===== src/rtl/adc_emu_pkg.sv =====
// Shared constants and types for the ADC128S022 slave emulator.
`timescale 1ns/1ps
package adc_emu_pkg;

    localparam int FRAME_BITS     = 16;
    localparam int LEAD_ZEROS     = 4;
    localparam int ADD_FIRST_RISE = 3;
    localparam int ADD_LAST_RISE  = 5;
    localparam int CH_W           = 3;

    // Counters must reach 31 (rise saturation) and 16 (fall saturation).
    localparam int CNT_W    = 5;
    localparam int RCNT_MAX = 31;
    localparam int WIDX_W   = $clog2(FRAME_BITS);

    typedef enum logic {
        IDLE  = 1'b0,
        FRAME = 1'b1
    } state_t;

    function automatic logic [CNT_W-1:0] sat_inc(input logic [CNT_W-1:0] v,
                                                 input logic [CNT_W-1:0] lim);
        return (v >= lim) ? v : v + 1'b1;
    endfunction

endpackage


===== src/rtl/sync_edge_det.sv =====
// Multi-flop synchronizer for an asynchronous pin; rise/fall pulses are
// decoded from the synchronized level and its one-cycle-delayed copy.
`timescale 1ns/1ps
module sync_edge_det #(
    parameter int STAGES = 2
) (
    input  logic clk,
    input  logic rst_n,
    input  logic d_i,
    output logic rise_o,
    output logic fall_o
);

    logic [STAGES-1:0] sync_q;
    logic              prev_q;

    // Reset level is low so a pin already low at release never looks like a fall.
    always_ff @(posedge clk or negedge rst_n) begin
        if (!rst_n) begin
            sync_q[0] <= 1'b0;
            prev_q    <= 1'b0;
        end else begin
            sync_q[0] <= d_i;
            prev_q    <= sync_q[STAGES-1];
        end
    end

    generate
        for (genvar gi = 1; gi < STAGES; gi++) begin : g_stage
            always_ff @(posedge clk or negedge rst_n) begin
                if (!rst_n) begin
                    sync_q[gi] <= 1'b0;
                end else begin
                    sync_q[gi] <= sync_q[gi-1];
                end
            end
        end
    endgenerate

    assign rise_o = sync_q[STAGES-1] & ~prev_q;
    assign fall_o = ~sync_q[STAGES-1] & prev_q;

endmodule


===== src/rtl/adc128s022_emulator.sv =====
// Slave-side ADC128S022 model: oversamples the master's SPI pins, decodes the
// channel address and serves the stored sample with one-frame address pipelining.
`timescale 1ns/1ps
module adc128s022_emulator
    import adc_emu_pkg::*;
#(
    parameter int DATA_W      = 12,
    parameter int NUM_CH      = 8,
    parameter int SYNC_STAGES = 2
) (
    input  logic                     clk_50M,
    input  logic                     rst_n,
    input  logic                     adc_sck,
    input  logic                     adc_cs_n,
    input  logic                     din,
    input  logic [NUM_CH*DATA_W-1:0] ch_values,
    output logic                     dout,
    output logic                     frame_done,
    output logic                     frame_error,
    output logic [CH_W-1:0]          frame_channel
);

    logic sck_rise;
    logic sck_fall;
    logic cs_rise;
    logic cs_fall;

    sync_edge_det #(.STAGES(SYNC_STAGES)) u_sck_sync (
        .clk    (clk_50M),
        .rst_n  (rst_n),
        .d_i    (adc_sck),
        .rise_o (sck_rise),
        .fall_o (sck_fall)
    );

    sync_edge_det #(.STAGES(SYNC_STAGES)) u_cs_sync (
        .clk    (clk_50M),
        .rst_n  (rst_n),
        .d_i    (adc_cs_n),
        .rise_o (cs_rise),
        .fall_o (cs_fall)
    );

    // din needs only the level, delayed to line up with the synchronized sck.
    logic [SYNC_STAGES-1:0] din_sync_q;

    always_ff @(posedge clk_50M or negedge rst_n) begin
        if (!rst_n) begin
            din_sync_q[0] <= 1'b0;
        end else begin
            din_sync_q[0] <= din;
        end
    end

    generate
        for (genvar gi = 1; gi < SYNC_STAGES; gi++) begin : g_din_sync
            always_ff @(posedge clk_50M or negedge rst_n) begin
                if (!rst_n) begin
                    din_sync_q[gi] <= 1'b0;
                end else begin
                    din_sync_q[gi] <= din_sync_q[gi-1];
                end
            end
        end
    endgenerate

    logic din_s;
    assign din_s = din_sync_q[SYNC_STAGES-1];

    logic [DATA_W-1:0] ch_arr [NUM_CH];

    generate
        for (genvar gi = 0; gi < NUM_CH; gi++) begin : g_ch_unpack
            assign ch_arr[gi] = ch_values[gi*DATA_W +: DATA_W];
        end
    endgenerate

    state_t                state_q, state_d;
    logic [FRAME_BITS-1:0] word_q, word_d;
    logic [CNT_W-1:0]      rcnt_q, rcnt_d;
    logic [CNT_W-1:0]      fcnt_q, fcnt_d;
    logic [CH_W-1:0]       addr_q, addr_d;
    logic [CH_W-1:0]       cur_ch_q, cur_ch_d;
    logic [CH_W-1:0]       fch_q, fch_d;
    logic                  dout_q, dout_d;
    logic                  done_q, done_d;
    logic                  err_q, err_d;

    logic [CNT_W-1:0] rcnt_inc;
    logic [CNT_W-1:0] fcnt_inc;

    assign rcnt_inc = sat_inc(rcnt_q, CNT_W'(RCNT_MAX));
    assign fcnt_inc = sat_inc(fcnt_q, CNT_W'(FRAME_BITS));

    always_ff @(posedge clk_50M or negedge rst_n) begin
        if (!rst_n) begin
            state_q <= IDLE;
        end else begin
            state_q <= state_d;
        end
    end

    always_comb begin
        state_d = state_q;
        case (state_q)
            IDLE:    if (cs_fall) state_d = FRAME;
            FRAME:   if (cs_rise) state_d = IDLE;
            default: state_d = IDLE;
        endcase
    end

    always_comb begin
        word_d   = word_q;
        rcnt_d   = rcnt_q;
        fcnt_d   = fcnt_q;
        addr_d   = addr_q;
        cur_ch_d = cur_ch_q;
        fch_d    = fch_q;
        dout_d   = dout_q;
        done_d   = 1'b0;
        err_d    = 1'b0;

        case (state_q)
            IDLE: begin
                if (cs_fall) begin
                    word_d = {{LEAD_ZEROS{1'b0}}, ch_arr[cur_ch_q]};
                    rcnt_d = '0;
                    fcnt_d = '0;
                    dout_d = word_d[FRAME_BITS-1];
                end
            end
            FRAME: begin
                // fcnt counts falls already seen, so fall k presents word bit 16-k.
                if (sck_fall) begin
                    fcnt_d = fcnt_inc;
                    if (fcnt_q < CNT_W'(FRAME_BITS)) begin
                        dout_d = word_q[WIDX_W'(CNT_W'(FRAME_BITS - 1) - fcnt_q)];
                    end else begin
                        dout_d = 1'b0;
                    end
                end
                if (sck_rise) begin
                    rcnt_d = rcnt_inc;
                    if (rcnt_inc == CNT_W'(ADD_FIRST_RISE)) begin
                        addr_d[CH_W-1] = din_s;
                    end else if (rcnt_inc == CNT_W'(ADD_FIRST_RISE + 1)) begin
                        addr_d[CH_W-2] = din_s;
                    end else if (rcnt_inc == CNT_W'(ADD_LAST_RISE)) begin
                        addr_d[0] = din_s;
                    end
                end
                // Closing uses the *_d values so a coincident sck edge counts first.
                if (cs_rise) begin
                    fch_d  = cur_ch_q;
                    dout_d = 1'b0;
                    if (rcnt_d == CNT_W'(FRAME_BITS)) begin
                        cur_ch_d = addr_d;
                        done_d   = 1'b1;
                    end else begin
                        err_d = 1'b1;
                        if (rcnt_d >= CNT_W'(ADD_LAST_RISE)) begin
                            cur_ch_d = addr_d;
                        end
                    end
                end
            end
            default: begin
                dout_d = 1'b0;
            end
        endcase
    end

    always_ff @(posedge clk_50M or negedge rst_n) begin
        if (!rst_n) begin
            word_q   <= '0;
            rcnt_q   <= '0;
            fcnt_q   <= '0;
            addr_q   <= '0;
            cur_ch_q <= '0;
            fch_q    <= '0;
            dout_q   <= 1'b0;
            done_q   <= 1'b0;
            err_q    <= 1'b0;
        end else begin
            word_q   <= word_d;
            rcnt_q   <= rcnt_d;
            fcnt_q   <= fcnt_d;
            addr_q   <= addr_d;
            cur_ch_q <= cur_ch_d;
            fch_q    <= fch_d;
            dout_q   <= dout_d;
            done_q   <= done_d;
            err_q    <= err_d;
        end
    end

    assign dout          = dout_q;
    assign frame_done    = done_q;
    assign frame_error   = err_q;
    assign frame_channel = fch_q;

endmodule


===== config.mk =====
export PLATFORM = sky130hd
export DESIGN_NAME = adc128s022_emulator
export DESIGN_NICKNAME = d
export VERILOG_FILES = /design/src/rtl/adc_emu_pkg.sv /design/src/rtl/sync_edge_det.sv /design/src/rtl/adc128s022_emulator.sv
export SDC_FILE = /design/constraint.sdc
export NUM_CORES = 1
export LEC_CHECK = 0
export ABC_AREA = 1
export CORE_UTILIZATION = 45
export DETAILED_ROUTE_END_ITERATION = 10
export PLACE_DENSITY = 0.79
export SLEW_MARGIN = 5
export SYNTH_ARGS = -nofsm -noshare
export SYNTH_HDL_FRONTEND = slang
export SYNTH_SLANG_ARGS = --single-unit

===== constraint.sdc =====
create_clock -name clk_50M -period 2.31 [get_ports clk_50M]
set_input_delay 0.231 -clock clk_50M [delete_from_list [all_inputs] [get_ports clk_50M]]
set_output_delay 0.231 -clock clk_50M [all_outputs]
set_load 0.02 [all_outputs]

; ---- Yosys cells after proc, flatten, opt, wreduce, memory -nomap -nowiden
; Cells that the tools add are included.
[word_totals]
elab_cells = 86
reg_bits = 43
[op_classes]
magnitude_cmp = 6
bitwise_logic = 10
muxes = 35
eq_ne = 8
add_sub_neg = 3
reduce_logical = 6
[ops]
columns = operator, count
row1 = binary-select mux 12 bit (select 3 bit), 1
row2 = two-way mux 5 bit, 6
row3 = two-way mux 12 bit, 2
row4 = case mux 5 bit (2 select lines), 2
row5 = two-way mux 1 bit, 17
row6 = adder 5 x 1 -> 5 bit (second input constant), 2
row7 = equality test 5 x 3 -> 1 bit (second input constant), 2
row8 = >= comparator 5 bit (second input constant), 2
row9 = two-way mux 3 bit, 3
row10 = != test 2 bit (second input constant), 3
row11 = AND reduction 2 bit, 3
row12 = AND reduction 3 bit, 2
row13 = equality test 5 x 2 -> 1 bit (second input constant), 1
row14 = equality test 5 bit (second input constant), 1
row15 = >= comparator 5 x 3 -> 1 bit (second input constant), 1
row16 = less-than comparator 4 x 5 -> 1 bit (second input constant), 1
row17 = less-than comparator 5 bit (second input constant), 1
row18 = inverter 1 bit, 5
row19 = AND 1 bit, 4
row20 = binary-select mux 1 bit (select 4 bit), 1
row21 = >= comparator 4 bit (second input constant), 1
row22 = inverter 3 -> 4 bit, 1
row23 = case mux 1 bit (2 select lines), 2
row24 = subtractor 4 bit (first input constant), 1
row25 = other kinds (3), 3

; ---- Logic depth before layout (Yosys ltp)
; Gate-level depths: netlist (run 1).
[depth]
depth_word = 9
mapped_depth = 15
depth_no_buf = 15

; ---- Modules after synthesis
; A second synthesis (run 1) with hierarchy kept.
[hier_totals]
cells_unflattened = 416
area_unflattened_um2 = 2912.8
[modules_own_cells]
columns = module, instances, cells_per_inst, area_per_inst_um2
row1 = adc128s022_emulator, 1, 402, 2732.6
row2 = sync_edge_det, 2, 7, 90.1

; ---- Worst setup path after synthesis (run 1)
; Ideal clock, no wire load.
[synth_path]
path_kind = reg-to-reg
startpoint = register rcnt_q[1]
endpoint = register cur_ch_q[1]
synth_period_minus_slack_ps = 1818
required_ps = 2192
path_buffers = 0
path_slack_ps = 492
t_arrival_ps = 1700
path_stages_with_launch = 16
setup_time_ps = 118
path_cell_list = dfrtp_1 -> ha_1 -> inv_1 -> nor3_1 -> ha_1 -> inv_1 -> nand3_1 -> nand2_1 -> nand2_1 -> nand2_1 -> nand2_1 -> nor2_2 -> nand2_2 -> nand2_4 -> nand2_1 -> o21ai_2
[synth_via]
elab_chain_len = 8
word_cells_on_any_way = 16
cone_classes = add/sub (1) / order compare (2) / eq/ne (3) / mux (8) / reduce/logical (2)
[synth_rtl]
columns = element, line_no
row1 = "start, declared", adc128s022_emulator.sv:80  ; logic [CNT_W-1:0] rcnt_q, rcnt_d;
row2 = "start signal, assigned", adc128s022_emulator.sv:186  ; rcnt_q <= rcnt_d;
row3 = branches (longest 8 deep; another with adder 5 x 1 -> 5 bit), -
row4 = "end signal, assigned", adc128s022_emulator.sv:189  ; cur_ch_q <= cur_ch_d;
row5 = "end, declared", adc128s022_emulator.sv:83  ; logic [CH_W-1:0] cur_ch_q, cur_ch_d;
; Parallel ways; which one is timed is not known. The select of a mux whose other input is x is not followed.
; A chain may end at the register's enable or synchronous reset.

; ---- Worst setup path in the final report (run 1)
[layout_path]
startpoint = register rcnt_q[1]
endpoint = register cur_ch_q[0]
[layout_via]
elab_chain_len = 9
word_cells_on_any_way = 18
cone_classes = add/sub (1) / order compare (2) / eq/ne (4) / mux (9) / reduce/logical (2)
[layout_rtl]
columns = element
row1 = branches (longest 9 deep; another with adder 5 x 1 -> 5 bit)
; Parallel ways; which one is timed is not known. The select of a mux whose other input is x is not followed.

==> flow_summary.toml, run 1 <==
[clocking]
ctsResizeCount = 0
clock-root-buffer = "clkbuf_8"
cts_hold_buffers = 0
cts.sinks = 43
cts_max_level = 2
cts_setup_buffers = 0
clk_pin_slew_ns = 0.08
cts_buffer_depth = 2
cts_tree = "built"
clk_latency_ns = 0.30
cts_inserted_buffers = 5

[logic_synthesis]
synthXorXnorAreaFrac_pct = 0
avgSynthCellArea_um2 = 7.38
syn_inst = 381
ys_warn_count = 0
ys_types = 29
synth_area_mm2 = 0.00281
synthMuxAreaShare_pct = 4.27
synth_nets = 485
synth-seq-cells = 43
synth_compound_area_share_pct = 23.5
seq_area_frac_synth_pct = 38.3
synth-adder-area-share_pct = 1.34
synth_top_family_by_area = "simple AND/OR/NAND/NOR gates"
synth-simple-area-share_pct = 24.3

[routing]
drtAntennaViolNets = 0
firstDrtPassIters = 5
wirelength_um = 8500
drtIter0Drc = 207
via_per_inst = 5.57
vias = 3098
routedWlPerCell_um = 15.3
drc_errors = 0

[cells_and_area]
area_growth_pct = 43.3
multi_input_area_mm2 = 0.00151
antenna_cells = 0
fin_area_mm2 = 0.00403
nets = 584
layout_common_cells = "clkdlybuf4s50_1 (105), nand2_1 (68), nor2_1 (58)"
final_util_pct = 67.3
fill_cells = 535
layout-drive-gt1-share_pct = 7.28
mostFrequentLayoutCell = "clkdlybuf4s50_1"
regArea_mm2 = 0.00108
finalNonFillerCells = 556

[sta]
slew_viol_final = 0
setup_viol = 0
min_period_ns = 2.00
slew-limit-headroom_pct = 39.4
setup_ws_ns = 0.311
clock_skew_ns = 0.00784
final-hold-violation-count = 0
fin_tns_setup_ns = 0
max_freq_mhz = 500
period_share_pct = 86.5
worstMarginPinSlew_ns = 0.909

[setup_path]
path_class = "flop to flop"
path_buf_inv = 2
critPathArrivalTime_ns = 2.23
startpoint_type = "flop"
path_max_fanout = 6
path_cells = "ha_1 > inv_1 > nor3_1 > ha_2 > inv_1 > nand3_1 > nand3_1 > nand2_1 > nor2_2 > nand2_2 > nand2_4 > nand2_1 > o21ai_1"
critPathMaxStageDelay_ns = 0.44
cp_slowest_cell = "dfrtp_2"
end_kind = "flop"
cp.depth = 13
cp.required_ns = 2.54
crit_family = "simple AND/OR/NAND/NOR gates"
r2r_cells = 13

[floorplanning]
die_x_um = 81.0
core_area_mm2 = 0.00599
io_pins = 107
start_util_pct = 46.9
num_rows = 28
die_area_mm2 = 0.00657
die_h_um = 81.0

[placement]
port_buffers = 106
gp_congestion = 0.888
dpl.hpwl_um = 6500
placed_area_mm2 = 0.00391
dp_cells = 548
dp_slack_ns = 0.281

[outcome]
outcome = "completed"

[job]
maxCapViolations = 0

[power_and_ir_drop]
p_leak_nw = 1.70
ir_drop_mv = 0.572
p_per_area_mw_per_mm2 = 586

[grt]
first_global_vias = 2707
grt_usage_pct = 26.2
grt.overflow.total = 0
grt_pass1_wl_um = 13100
antenna_found_initial = 0
grt_max_degree = 49

[worst_hold_path]
min_path_type = "primary input to async pin"
==> metal layers <==
metal | wire length [um] | global-route usage (%) | up-vias
met5 | 0 | 0 | -
met4 | 106 | 6.43 | 0
met3 | 572 | 5.62 | 9
met2 | 3960 | 42.5 | 107
met1 | 3860 | 35.6 | 1475
li1 | - | - | 1507
==> synth_stat cells <==
| library cell | number | area, um2 |
|---|---|---|
| nand2_1 | 68 | 255 |
| o211ai_1 | 13 | 97.6 |
| o221ai_1 | 12 | 105 |
| buf_4 | 2 | 15.0 |
| buf_1 | 1 | 3.75 |
| nand4_1 | 5 | 31.3 |
| clkinv_1 | 2 | 7.51 |
| nor2_2 | 2 | 12.5 |
| o32ai_1 | 12 | 105 |
| nor2_1 | 58 | 218 |
| mux2i_1 | 12 | 120 |
| inv_1 | 33 | 124 |
| o21ai_2 | 3 | 26.3 |
| o21ai_1 | 6 | 30.0 |
| a21oi_1 | 11 | 55.1 |
| o21bai_1 | 1 | 7.51 |
| o21ai_0 | 42 | 210 |
| ha_1 | 3 | 37.5 |
| buf_2 | 5 | 25.0 |
| nor2_4 | 2 | 22.5 |
| inv_2 | 4 | 15.0 |
| dfrtp_1 | 43 | 1080 |
| a31oi_1 | 1 | 6.26 |
| nand3_1 | 16 | 80.1 |
| nand2_2 | 7 | 43.8 |
| clkbuf_1 | 11 | 41.3 |
| nor3_1 | 2 | 10.0 |
| o22ai_1 | 3 | 18.8 |
| nand2_4 | 1 | 11.3 |
==> through the flow <==
stage                     hold WS [ns]  power, mW
after floorplan                -0.0646       1.44
after global placement           0.338       1.75
after detailed placement         0.343       1.78
after CTS                       0.0917       2.37
after global routing             0.136       2.52
final                           0.0594       2.36
==> worst register-to-register path: stages, from the launching register on <==
cell and delay [ns]:
dfrtp_2 0.44, ha_1 0.19, inv_1 0.07, nor3_1 0.05, ha_2 0.19, inv_1 0.16, nand3_1 0.14, nand3_1 0.13
nand2_1 0.12, nor2_2 0.14, nand2_2 0.08, nand2_4 0.10, nand2_1 0.05, o21ai_1 0.08
==> registers in the layout, summed over array words and instances (netlist names) <==
signal             cells
state_q                1
addr_q                 3
u_cs_sync.sync_q       2
word_q                12
frame_channel          3
din_s                  1
din_sync_q             1
rcnt_q                 5
fcnt_q                 5
u_sck_sync.prev_q      1
cur_ch_q               3
u_sck_sync.sync_q      2
frame_error            1
dout                   1
frame_done             1
u_cs_sync.prev_q       1
==> layout make-up <==
class / instances / area share (%)
repair buffers: 111 / 27.1
well taps: 75 / 2.33
clock buffers: 5 / 1.71
inverters: 39 / 3.63
flip-flops and latches: 43 / 26.7
clock inverters: 3 / 1.09
multi-input cells: 280 / 37.4
==> final timing paths <==
kind / slack [ns] / start / endpoint
setup reg to reg: 0.31 / rcnt_q[1]$_DFFE_PN0P_ / cur_ch_q[0]$_DFFE_PN0P_
min in group clk_50M: 0.36 / din_sync_q[0]$_DFF_PN0_ / din_s$_DFF_PN0_
setup / recovery: 0.31 / rcnt_q[1]$_DFFE_PN0P_ / cur_ch_q[0]$_DFFE_PN0P_
hold reg to reg: 0.36 / din_sync_q[0]$_DFF_PN0_ / din_s$_DFF_PN0_
hold / removal: 0.06 / rst_n / word_q[7]$_DFFE_PN0P_
max in group asynchronous: 1.63 / rst_n / rcnt_q[1]$_DFFE_PN0P_
==> cells by family (layout without fill, tap and decap cells) <==
logic type      after synthesis  in the layout
fa+ha+maj                     3              3
compound gates              104            104
simple gates                161            161
flops                        43             43
mux                          12             12
buf+inv                      58            158
==> where the power goes <==
part	leakage, nW	total [mW]	switching [mW]	internal [mW]
Sequential	0.553	0.956	0.0836	0.872
Combinational	1.09	0.818	0.442	0.375
Clock	0.0581	0.587	0.265	0.322
Total	1.70	2.36	0.791	1.57
No activity file was read; power rests on OpenSTA's default activity.
==> run 2, diff against run 1 <==
==> constraint.sdc (replaced) <==
create_clock -name clk_50M -period 2.1 [get_ports clk_50M]
set_input_delay 0.21 -clock clk_50M [delete_from_list [all_inputs] [get_ports clk_50M]]
set_output_delay 0.21 -clock clk_50M [all_outputs]
set_load 0.02 [all_outputs]
==> flow_summary.toml, run 2 (synthesis results as in run 1) <==
[routing]
vias = 3097
drc_errors = 0
firstDrtPassIters = 5
routedWlPerCell_um = 15.6
drtIter0Drc = 163
wirelength_um = 8810
via_per_inst = 5.50
drtAntennaViolNets = 0

[floorplanning]
io_pins = 107
die_x_um = 81.0
num_rows = 28
die_h_um = 81.0
core_area_mm2 = 0.00599
start_util_pct = 46.9
die_area_mm2 = 0.00657

[clocking]
cts_inserted_buffers = 5
cts.sinks = 43
clk_latency_ns = 0.29
clk_pin_slew_ns = 0.08
cts_max_level = 2
cts_tree = "built"
clock-root-buffer = "clkbuf_8"
cts_buffer_depth = 2

[cells_and_area]
antenna_cells = 0
layout-drive-gt1-share_pct = 10.7
mostFrequentLayoutCell = "clkdlybuf4s50_1"
nets = 591
fin_area_mm2 = 0.00410
area_growth_pct = 45.8
reg_top3 = "word_q x12, fcnt_q x5, rcnt_q x5"
top_register = "word_q"
layout_common_cells = "clkdlybuf4s50_1 (105), nand2_1 (62), nor2_1 (56)"
largest_reg_flops = 12

[sta]
min_period_ns = 1.98
final-hold-violation-count = 0
max_freq_mhz = 504
clock_skew_ns = 0.00713
rsz0062_at_grt = "true"
period_share_pct = 94.5
slew-limit-headroom_pct = 58.4
setup_viol = 0
worstMarginPinSlew_ns = 0.623
slew_viol_final = 0
fin_hold_ws_ns = 0.352

[worst_hold_path]
min_path_type = "primary input to flop"

[setup_path]
cp.required_ns = 2.29
path_max_fanout = 6
startpoint_type = "flop"
critPathArrivalTime_ns = 2.17
path_class = "flop to flop"
end_kind = "flop"

[grt]
grt_max_degree = 49
antenna_found_initial = 0
first_global_vias = 2764
grt_usage_pct = 26.6
grt.overflow.total = 0
grt_pass1_wl_um = 13400

[placement]
placed_area_mm2 = 0.00393
dpl.hpwl_um = 6620
gp_congestion = 0.885
port_buffers = 106

[outcome]
outcome = "completed"

[power_and_ir_drop]
ir_drop_mv = 0.570
p_leak_nw = 1.72
p_per_area_mw_per_mm2 = 611

[job]
maxCapViolations = 0
## run 2: changes by cell type in the layout (fill, tap and decap cells not counted), sizes merged
cell,delta
buf,+6
bufinv,-1
clkbuf,+1
clkinv,-1
clkinvlp,+1
dlygate4sd3,+1
## run 2: worst paths after layout
kind	startpoint	endpoint	slack, ns	cells after the start
min in group asynchronous	rst_n	word_q[10]$_DFFE_PN0P_	0.51	3
setup reg to reg	rcnt_q[1]$_DFFE_PN0P_	cur_ch_q[1]$_DFFE_PN0P_	0.12	14
hold reg to reg	din_sync_q[0]$_DFF_PN0_	din_s$_DFF_PN0_	0.36	0
hold / removal	adc_sck	u_sck_sync.sync_q[0]$_DFF_PN0_	0.35	1
max in group asynchronous	rst_n	frame_done$_DFF_PN0_	1.23	3
setup / recovery	rcnt_q[1]$_DFFE_PN0P_	cur_ch_q[1]$_DFFE_PN0P_	0.12	14
## run 2: what timing repair did
action | in CTS | in global routing
resized for setup | 0 | 14
endpoints found under the hold margin | 26 | 0
hold buffers | 1 | 0
endpoints found under the setup margin | 0 | 8
setup buffers | 0 | 4
## run 2: routing by layer
metal  GRT usage (%)  wire (um)  vias to the layer above  share of wire, %
li1                -          -                     1523                 -
met3            4.94        621                       20               7.1
met4            7.68        175                        0               2.0
met5               0          0                        -                 0
met1            36.2       3890                     1427                44
met2            42.9       4120                      127                47
## run 2: per-stage QoR
step | cells | power, mW | setup slack, ns | TNS [ns] | utilization [%]
final | 563 | 2.50 | 0.116 | 0 | 68.4
after floorplan | 381 | 1.58 | 0.282 | 0 | -
after global placement | 550 | 1.93 | 0.186 | 0 | 65.6
after global routing | 563 | 2.67 | -0.0435 | -0.101 | 68.4
after CTS | 559 | 2.46 | 0.0304 | 0 | 67.2
after detailed placement | 550 | 1.96 | 0.0552 | 0 | 65.6
## run 2: critical path: stages (launching register included)
cell	delay [ns]
dfrtp_1	0.41
ha_2	0.20
inv_1	0.06
nor3_2	0.11
ha_2	0.24
o21bai_4	0.13
nand2_1	0.09
nand3_2	0.09
nand2_1	0.10
nand2_2	0.08
nand2_1	0.06
nand2_2	0.08
nand2_4	0.08
nand2_1	0.08
o21ai_2	0.05
## run 2: power by group
| group | switching [mW] | leakage [nW] | total [mW] | internal, mW |
|---|---|---|---|---|
| Sequential | 0.0816 | 0.554 | 1.04 | 0.958 |
| Clock | 0.270 | 0.0412 | 0.502 | 0.232 |
| Combinational | 0.515 | 1.13 | 0.963 | 0.447 |
| Total | 0.867 | 1.72 | 2.50 | 1.64 |
## run 2: layout make-up
type | count | area (um2)
Clock buffer | 6 | 72.6
Tap cell | 75 | 93.8
Clock inverter | 2 | 12.5
Timing Repair Buffer | 118 | 1150
Sequential cell | 43 | 1080
Multi-Input combinational cell | 280 | 1550
Fill cell | 516 | 1890
Inverter | 39 | 146
